--- config.mk ---
export PLATFORM = sky130hd
export DESIGN_NAME = uart_transmitter
export DESIGN_NICKNAME = d
export VERILOG_FILES = /design/src/rtl/uart_pkg.sv /design/src/rtl/uart_bit_timer.sv /design/src/rtl/uart_transmitter.sv
export SDC_FILE = /design/constraint.sdc
export NUM_CORES = 1
export LEC_CHECK = 0
export CORE_ASPECT_RATIO = 1.25
export CORE_MARGIN = 10
export CORE_UTILIZATION = 51
export CTS_BUF_LIST = sky130_fd_sc_hd__clkbuf_8
export DETAILED_ROUTE_END_ITERATION = 10
export MAX_ROUTING_LAYER = met4
export PLACE_DENSITY_LB_ADDON = 0.15
export SYNTH_ARGS = -nofsm -noshare
export SYNTH_HDL_FRONTEND = slang
export SYNTH_SLANG_ARGS = --single-unit
--- constraint.sdc ---
create_clock -name clk -period 4.56 [get_ports clk]
set_input_delay 0.912 -clock clk [delete_from_list [all_inputs] [get_ports clk]]
set_output_delay 0.912 -clock clk [all_outputs]
set_load 0.02 [all_outputs]
--- src/rtl/uart_pkg.sv ---
// ----------------------------------------------------------------------------
// uart_pkg
//   Shared types and constants for the UART blocks.
//   - uart_tx_state_e : transmitter FSM states. PARITY exists only when
//                       UART_TX_PARITY_EN is defined.
//   - UART_DATA_BITS, UART_DEFAULT_CLKS_PER_BIT : frame constants.
//   - even_parity()   : XOR of the data bits. The result is the bit that
//                       makes the total count of ones even.
//   Optional feature macro: UART_TX_PARITY_EN
// ----------------------------------------------------------------------------
package uart_pkg;

    localparam int UART_DATA_BITS            = 8;
    localparam int UART_DEFAULT_CLKS_PER_BIT = 16;

`ifdef UART_TX_PARITY_EN
    typedef enum logic [2:0] {
        IDLE,
        START_BIT,
        DATA,
        PARITY,
        STOP_BIT
    } uart_tx_state_e;
`else
    typedef enum logic [1:0] {
        IDLE,
        START_BIT,
        DATA,
        STOP_BIT
    } uart_tx_state_e;
`endif

    function automatic logic even_parity(input logic [UART_DATA_BITS-1:0] data);
        return ^data;
    endfunction

endpackage

--- src/rtl/uart_bit_timer.sv ---
// ----------------------------------------------------------------------------
// uart_bit_timer
//   Baud counter that counts 0..CLKS_PER_BIT-1 while enabled and then wraps
//   to 0. tc_o is high during the last cycle of each bit period.
//   Ports:
//     clk    in  system clock, rising edge
//     rst_n  in  asynchronous active-low reset
//     en_i   in  count enable
//     clr_i  in  synchronous clear. It has priority over en_i and holds
//                the count at 0.
//     tc_o   out terminal count. It is qualified by en_i.
// ----------------------------------------------------------------------------
module uart_bit_timer #(
    parameter int CLKS_PER_BIT = 16
) (
    input  logic clk,
    input  logic rst_n,
    input  logic en_i,
    input  logic clr_i,
    output logic tc_o
);

    localparam int CW = (CLKS_PER_BIT > 1) ? $clog2(CLKS_PER_BIT) : 1;
    localparam logic [CW-1:0] LAST = CW'(CLKS_PER_BIT - 1);

    logic [CW-1:0] count_q;
    logic [CW-1:0] count_d;

    assign tc_o = en_i && (count_q == LAST);

    always_comb begin
        count_d = count_q;
        if (clr_i) begin
            count_d = '0;
        end else if (en_i) begin
            count_d = tc_o ? '0 : count_q + 1'b1;
        end
    end

    always_ff @(posedge clk or negedge rst_n) begin
        if (!rst_n) begin
            count_q <= '0;
        end else begin
            count_q <= count_d;
        end
    end

endmodule

--- src/rtl/uart_transmitter.sv ---
// ----------------------------------------------------------------------------
// uart_transmitter
//   Sends 8N1 UART frames: one start bit (0), eight data bits with the LSB
//   first, and one stop bit (1). Each bit lasts CLKS_PER_BIT clocks.
//   A one-entry holding register accepts the next byte while a frame is on
//   the line. This lets frames run back to back with no idle gap.
//
//   Ports:
//     clk        in   system clock, rising edge
//     rst        in   asynchronous active-low reset
//     data_in    in   [7:0] byte to send. It is sampled on acceptance.
//     tx_valid   in   host offers data_in
//     tx_ready   out  holding register is empty
//     serial_out out  UART line. It idles high and is driven from a flop.
//     busy       out  a frame is on the line
//     tx_done    out  one-cycle pulse on the final stop-bit cycle
//
//   Handshake: a byte is accepted at a rising edge where tx_valid && tx_ready.
//   When tx_ready is low, tx_valid is ignored. The host then holds data_in and
//   tx_valid until the byte is accepted.
//
//   Optional feature macro: UART_TX_PARITY_EN. When it is defined, an even
//   parity bit is inserted after the data bits, which gives 11-bit frames.
// ----------------------------------------------------------------------------
module uart_transmitter
    import uart_pkg::*;
#(
    parameter int CLKS_PER_BIT = UART_DEFAULT_CLKS_PER_BIT,
    parameter int DATA_BITS    = UART_DATA_BITS
) (
    input  logic                      clk,
    input  logic                      rst,
    input  logic [UART_DATA_BITS-1:0] data_in,
    input  logic                      tx_valid,
    output logic                      tx_ready,
    output logic                      serial_out,
    output logic                      busy,
    output logic                      tx_done
);

    localparam int BIT_CNT_W = $clog2(UART_DATA_BITS);
    localparam logic [BIT_CNT_W-1:0] LAST_BIT = BIT_CNT_W'(UART_DATA_BITS - 1);

    if (CLKS_PER_BIT < 2) begin : g_bad_clks_per_bit
        $error("uart_transmitter: CLKS_PER_BIT must be >= 2");
    end
    if (DATA_BITS != UART_DATA_BITS) begin : g_bad_data_bits
        $error("uart_transmitter: DATA_BITS must be 8");
    end

    uart_tx_state_e            state_q, state_d;
    logic [BIT_CNT_W-1:0]      bit_cnt_q, bit_cnt_d;
    logic [UART_DATA_BITS-1:0] shift_q, shift_d;
    logic [UART_DATA_BITS-1:0] hold_q, hold_d;
    logic                      hold_valid_q, hold_valid_d;
    logic                      serial_q, serial_d;
    logic                      load;
    logic                      tc;

    uart_bit_timer #(
        .CLKS_PER_BIT (CLKS_PER_BIT)
    ) u_bit_timer (
        .clk   (clk),
        .rst_n (rst),
        .en_i  (state_q != IDLE),
        .clr_i (state_q == IDLE),
        .tc_o  (tc)
    );

    assign tx_ready   = !hold_valid_q;
    assign serial_out = serial_q;
    assign busy       = (state_q != IDLE);
    assign tx_done    = (state_q == STOP_BIT) && tc;

    always_comb begin
        state_d      = state_q;
        bit_cnt_d    = bit_cnt_q;
        shift_d      = shift_q;
        hold_d       = hold_q;
        hold_valid_d = hold_valid_q;
        serial_d     = serial_q;
        load         = 1'b0;

        // Acceptance and reload never coincide. A reload needs
        // hold_valid_q=1, and acceptance needs hold_valid_q=0.
        if (tx_valid && !hold_valid_q) begin
            hold_valid_d = 1'b1;
            hold_d       = data_in;
        end

        case (state_q)
            IDLE: begin
                if (hold_valid_q) begin
                    load = 1'b1;
                end
            end
            START_BIT: begin
                if (tc) begin
                    state_d   = DATA;
                    bit_cnt_d = '0;
                end
            end
            DATA: begin
                if (tc) begin
                    if (bit_cnt_q == LAST_BIT) begin
`ifdef UART_TX_PARITY_EN
                        state_d = PARITY;
`else
                        state_d = STOP_BIT;
`endif
                    end else begin
                        bit_cnt_d = bit_cnt_q + 1'b1;
                    end
                end
            end
`ifdef UART_TX_PARITY_EN
            PARITY: begin
                if (tc) begin
                    state_d = STOP_BIT;
                end
            end
`endif
            STOP_BIT: begin
                // The decision uses the pre-edge hold_valid. A byte that is
                // accepted on this same edge starts after one idle cycle.
                if (tc) begin
                    if (hold_valid_q) begin
                        load = 1'b1;
                    end else begin
                        state_d = IDLE;
                    end
                end
            end
            default: begin
                state_d = IDLE;
            end
        endcase

        if (load) begin
            state_d      = START_BIT;
            shift_d      = hold_q;
            hold_valid_d = 1'b0;
        end

        // The line level is registered from the next state. This keeps
        // serial_out aligned with state_q and glitch-free.
        case (state_d)
            IDLE:      serial_d = 1'b1;
            START_BIT: serial_d = 1'b0;
            DATA:      serial_d = shift_d[bit_cnt_d];
`ifdef UART_TX_PARITY_EN
            PARITY:    serial_d = even_parity(shift_d);
`endif
            STOP_BIT:  serial_d = 1'b1;
            default:   serial_d = 1'b1;
        endcase
    end

    always_ff @(posedge clk or negedge rst) begin
        if (!rst) begin
            state_q      <= IDLE;
            bit_cnt_q    <= '0;
            shift_q      <= '0;
            hold_q       <= '0;
            hold_valid_q <= 1'b0;
            serial_q     <= 1'b1;
        end else begin
            state_q      <= state_d;
            bit_cnt_q    <= bit_cnt_d;
            shift_q      <= shift_d;
            hold_q       <= hold_d;
            hold_valid_q <= hold_valid_d;
            serial_q     <= serial_d;
        end
    end

endmodule

==> results.tsv <==
metric	value	unit
I/O Buffers	14	
Lkg Pwr	0.000771	uW
Mapped Nets	137	
Worst-Margin Slew	0.940	ns
# DRC	0	
RSZ-0062 raised after global routing	no	
initial DRC count	26	
Setup Crit Path Kind	register to output pin	
CP Launch Type	register	
Arrival @ worst endpoint	2.34	ns
# diodes	0	
Pre-antenna DRT Iters	3	
cell row count	21	
largest net degree at the start of global routing	22	
chip height	78.3	um
max cap viols	0	
Final min period	3.26	ns
post-DR vias/cell	5.37	
initial antenna violation count	0	
Max Freq	307	MHz
worst-path cell chain	inv_1 > ha_1 > and4b_1 > and2_1 > clkdlybuf4s50_1	
WL final	2470	um
Post-CTS Hold Fix Bufs	0	
fin nets	154	
Finished Core Util	60.4	%
Clock transition at path regs	0.08	ns
Fin. Hold Viols	0	
WP data required	3.65	ns
Vias	896	
register bit total from synthesis	27	
clk buf depth	2	
Final GP Congestion	0.774	
number of global-route vias before repair	993	
Slew Viols, Final	0	
status	finished, final reports clean	
first-pass GRT wire length	4510	um
Die X	66.6	um
r2r setup slk	1.79	ns
TNS Setup	0	ns
Post-Synthesis Cell Area	1390	um^2
Die Area	5210	um^2
Hold WC Path Type	register to register	
Crit. Startpoint	state_q[0]	
crit path max-delay cell type	clkdlybuf4s50_1	
Yosys warning count	0	
CTS H-tree lvls	1	
Non-Filler Instances	167	
Final period util	71.4	%
Final Power	879	uW
area grow syn2layout	15.8	%
R2R Path End	serial_out	
Final setup viols	0	
clock tree from TritonCTS	done	
cts bufs inserted	3	
Worst Hold Endpoint	shift_q[1]	
Yosys cell types	33	
sequential area share after synthesis	48.9	%
synthesized area per cell	11.8	um^2
GR Util All Layers	11.0	%
Clock Sink Count	27	
slowest stage delay, CP	0.60	ns
Core Box Area	2650	um^2
hold path depth	1	
Starting Density	52.2	%
Critical R2R Launch	state_q[0]	
share of cells above drive strength 1	18.0	%
root buffer cell	clkbuf_8	
hold path start	shift_q[1]	
Post-DP HPWL	1870	um
power density cells	548	nW/um^2
post-cts resize count	0	
Rel. slew slack	37.1	%
crit-path max FO	8	
placed cells	163	
Syn Inst Count	117	
DR WL/cell	14.8	um
clk_lat worst skew	0.27	ns
VDD IR-drop max	0.000331	V
clk_skew	0.00196	ns
Congestion Overflow GR	0	
r2r worst-path depth	10	
setup bufs post-CTS	0	
Crit. End Element	output pin	
post-route ant nets	0	
I/O pin total	15	
worst hold slack	0.501	ns
## sequential cells by signal, indices dropped and copies added (netlist names)
| name | flops |
|---|---|
| bit_cnt_q | 3 |
| hold_q | 8 |
| hold_valid_q | 1 |
| serial_out | 1 |
| shift_q | 8 |
| state_q | 2 |
| u_bit_timer.count_q | 4 |
## power by group
part / switching, uW / internal (uW) / leakage (uW) / total [uW]
sequential: 47.3 / 338 / 0.000332 / 385
combinational: 175 / 189 / 0.000412 / 365
clock: 69.4 / 60.3 / 0.0000269 / 130
## cell type report
class                   count  area [um^2]
inverters                  12         45.0
clock inverters             1         3.75
multi-input cells          74          639
fillers                   224         1050
flip-flops and latches     27          677
repair buffers             16          155
well taps                  34         42.5
clock buffers               3         41.3
## metrics by stage
| stage | instance area, um^2 | setup slack, ns |
|---|---|---|
| 4_1_cts | 1600 | 1.28 |
| 3_3_place_gp | 1560 | 1.64 |
| 6_report | 1600 | 1.30 |
| 3_5_place_dp | 1560 | 1.59 |
| 2_1_floorplan | 1390 | 2.15 |
| 5_1_grt | 1600 | 1.12 |
## worst max-delay path: cells and delay by family, from the launching register on
family	cells	cell delay (ns)
adders and majority gates	1	0.30
and+or+nand+nor	2	0.65
buffers and inverters	2	0.70
DFF	1	0.42
## cell families after synthesis
kind of cell             after synthesis  synth area share [%]
flip-flops                            27                  48.9
AO/OA/AOI/OAI                         24                  14.3
multiplexers                          20                  15.9
AND/OR/NAND/NOR                       20                  7.23
buffers and inverters                 16                  4.97
adder cells (fa/ha/maj)                9                  8.13
XOR/XNOR                               1                 0.632
## cell usage after synthesis
cell type  number  area, um^2
dfrtp_1        26         651
mux2_2         16         180
inv_1          12        45.0
ha_1            9         113
nor2_1          7        26.3
a21oi_1         6        30.0
mux2i_1         4        40.0
nand2_1         4        15.0
o21ai_0         3        15.0
a221oi_1        2        17.5
a311oi_1        2        17.5
a41o_1          2        20.0
clkbuf_1        2        7.51
nor2b_1         2        12.5
nor3_1          2        10.0
a21o_1          1        7.51
a221oi_4        1        26.3
a22oi_1         1        7.51
a31oi_1         1        6.26
a32o_1          1        10.0
a41oi_1         1        8.76
and2_1          1        6.26
and3_1          1        6.26
and4b_1         1        10.0
buf_2           1        5.00
buf_6           1        11.3
dfstp_2         1        26.3
nand3_1         1        5.00
nand4b_1        1        8.76
o211ai_1        1        7.51
o21a_1          1        7.51
o21ai_4         1        16.3
xnor2_1         1        8.76
## how the worst max path moves through the flow
stage | endpoint | cells after the start
after global routing | tx_done | 5
final | tx_done | 5
after detailed placement | tx_done | 5
after floorplan | serial_out | 10
after global placement | tx_done | 5
after CTS | tx_done | 5
## per-layer routing
layer	share of wire (%)	track usage, %	up-vias
met2	53	17.8	10
met5	0	-	-
li1	-	-	446
met1	43	11.9	436
met3	2.8	3.13	4
met4	1.5	5.46	0
## cells in the final DEF (no fill, tap or decap), types with 2 or more instances in the layout
master	n
a21oi_1	6
a221oi_1	2
a311oi_1	2
a41o_1	2
buf_4	2
clkbuf_8	3
clkdlybuf4s50_1	14
dfrtp_1	26
ha_1	9
inv_1	13
mux2_2	16
mux2i_1	4
nand2_1	4
nor2_1	7
nor2b_1	2
nor3_1	2
o21ai_0	3
Power figures use the tool's default switching activity.
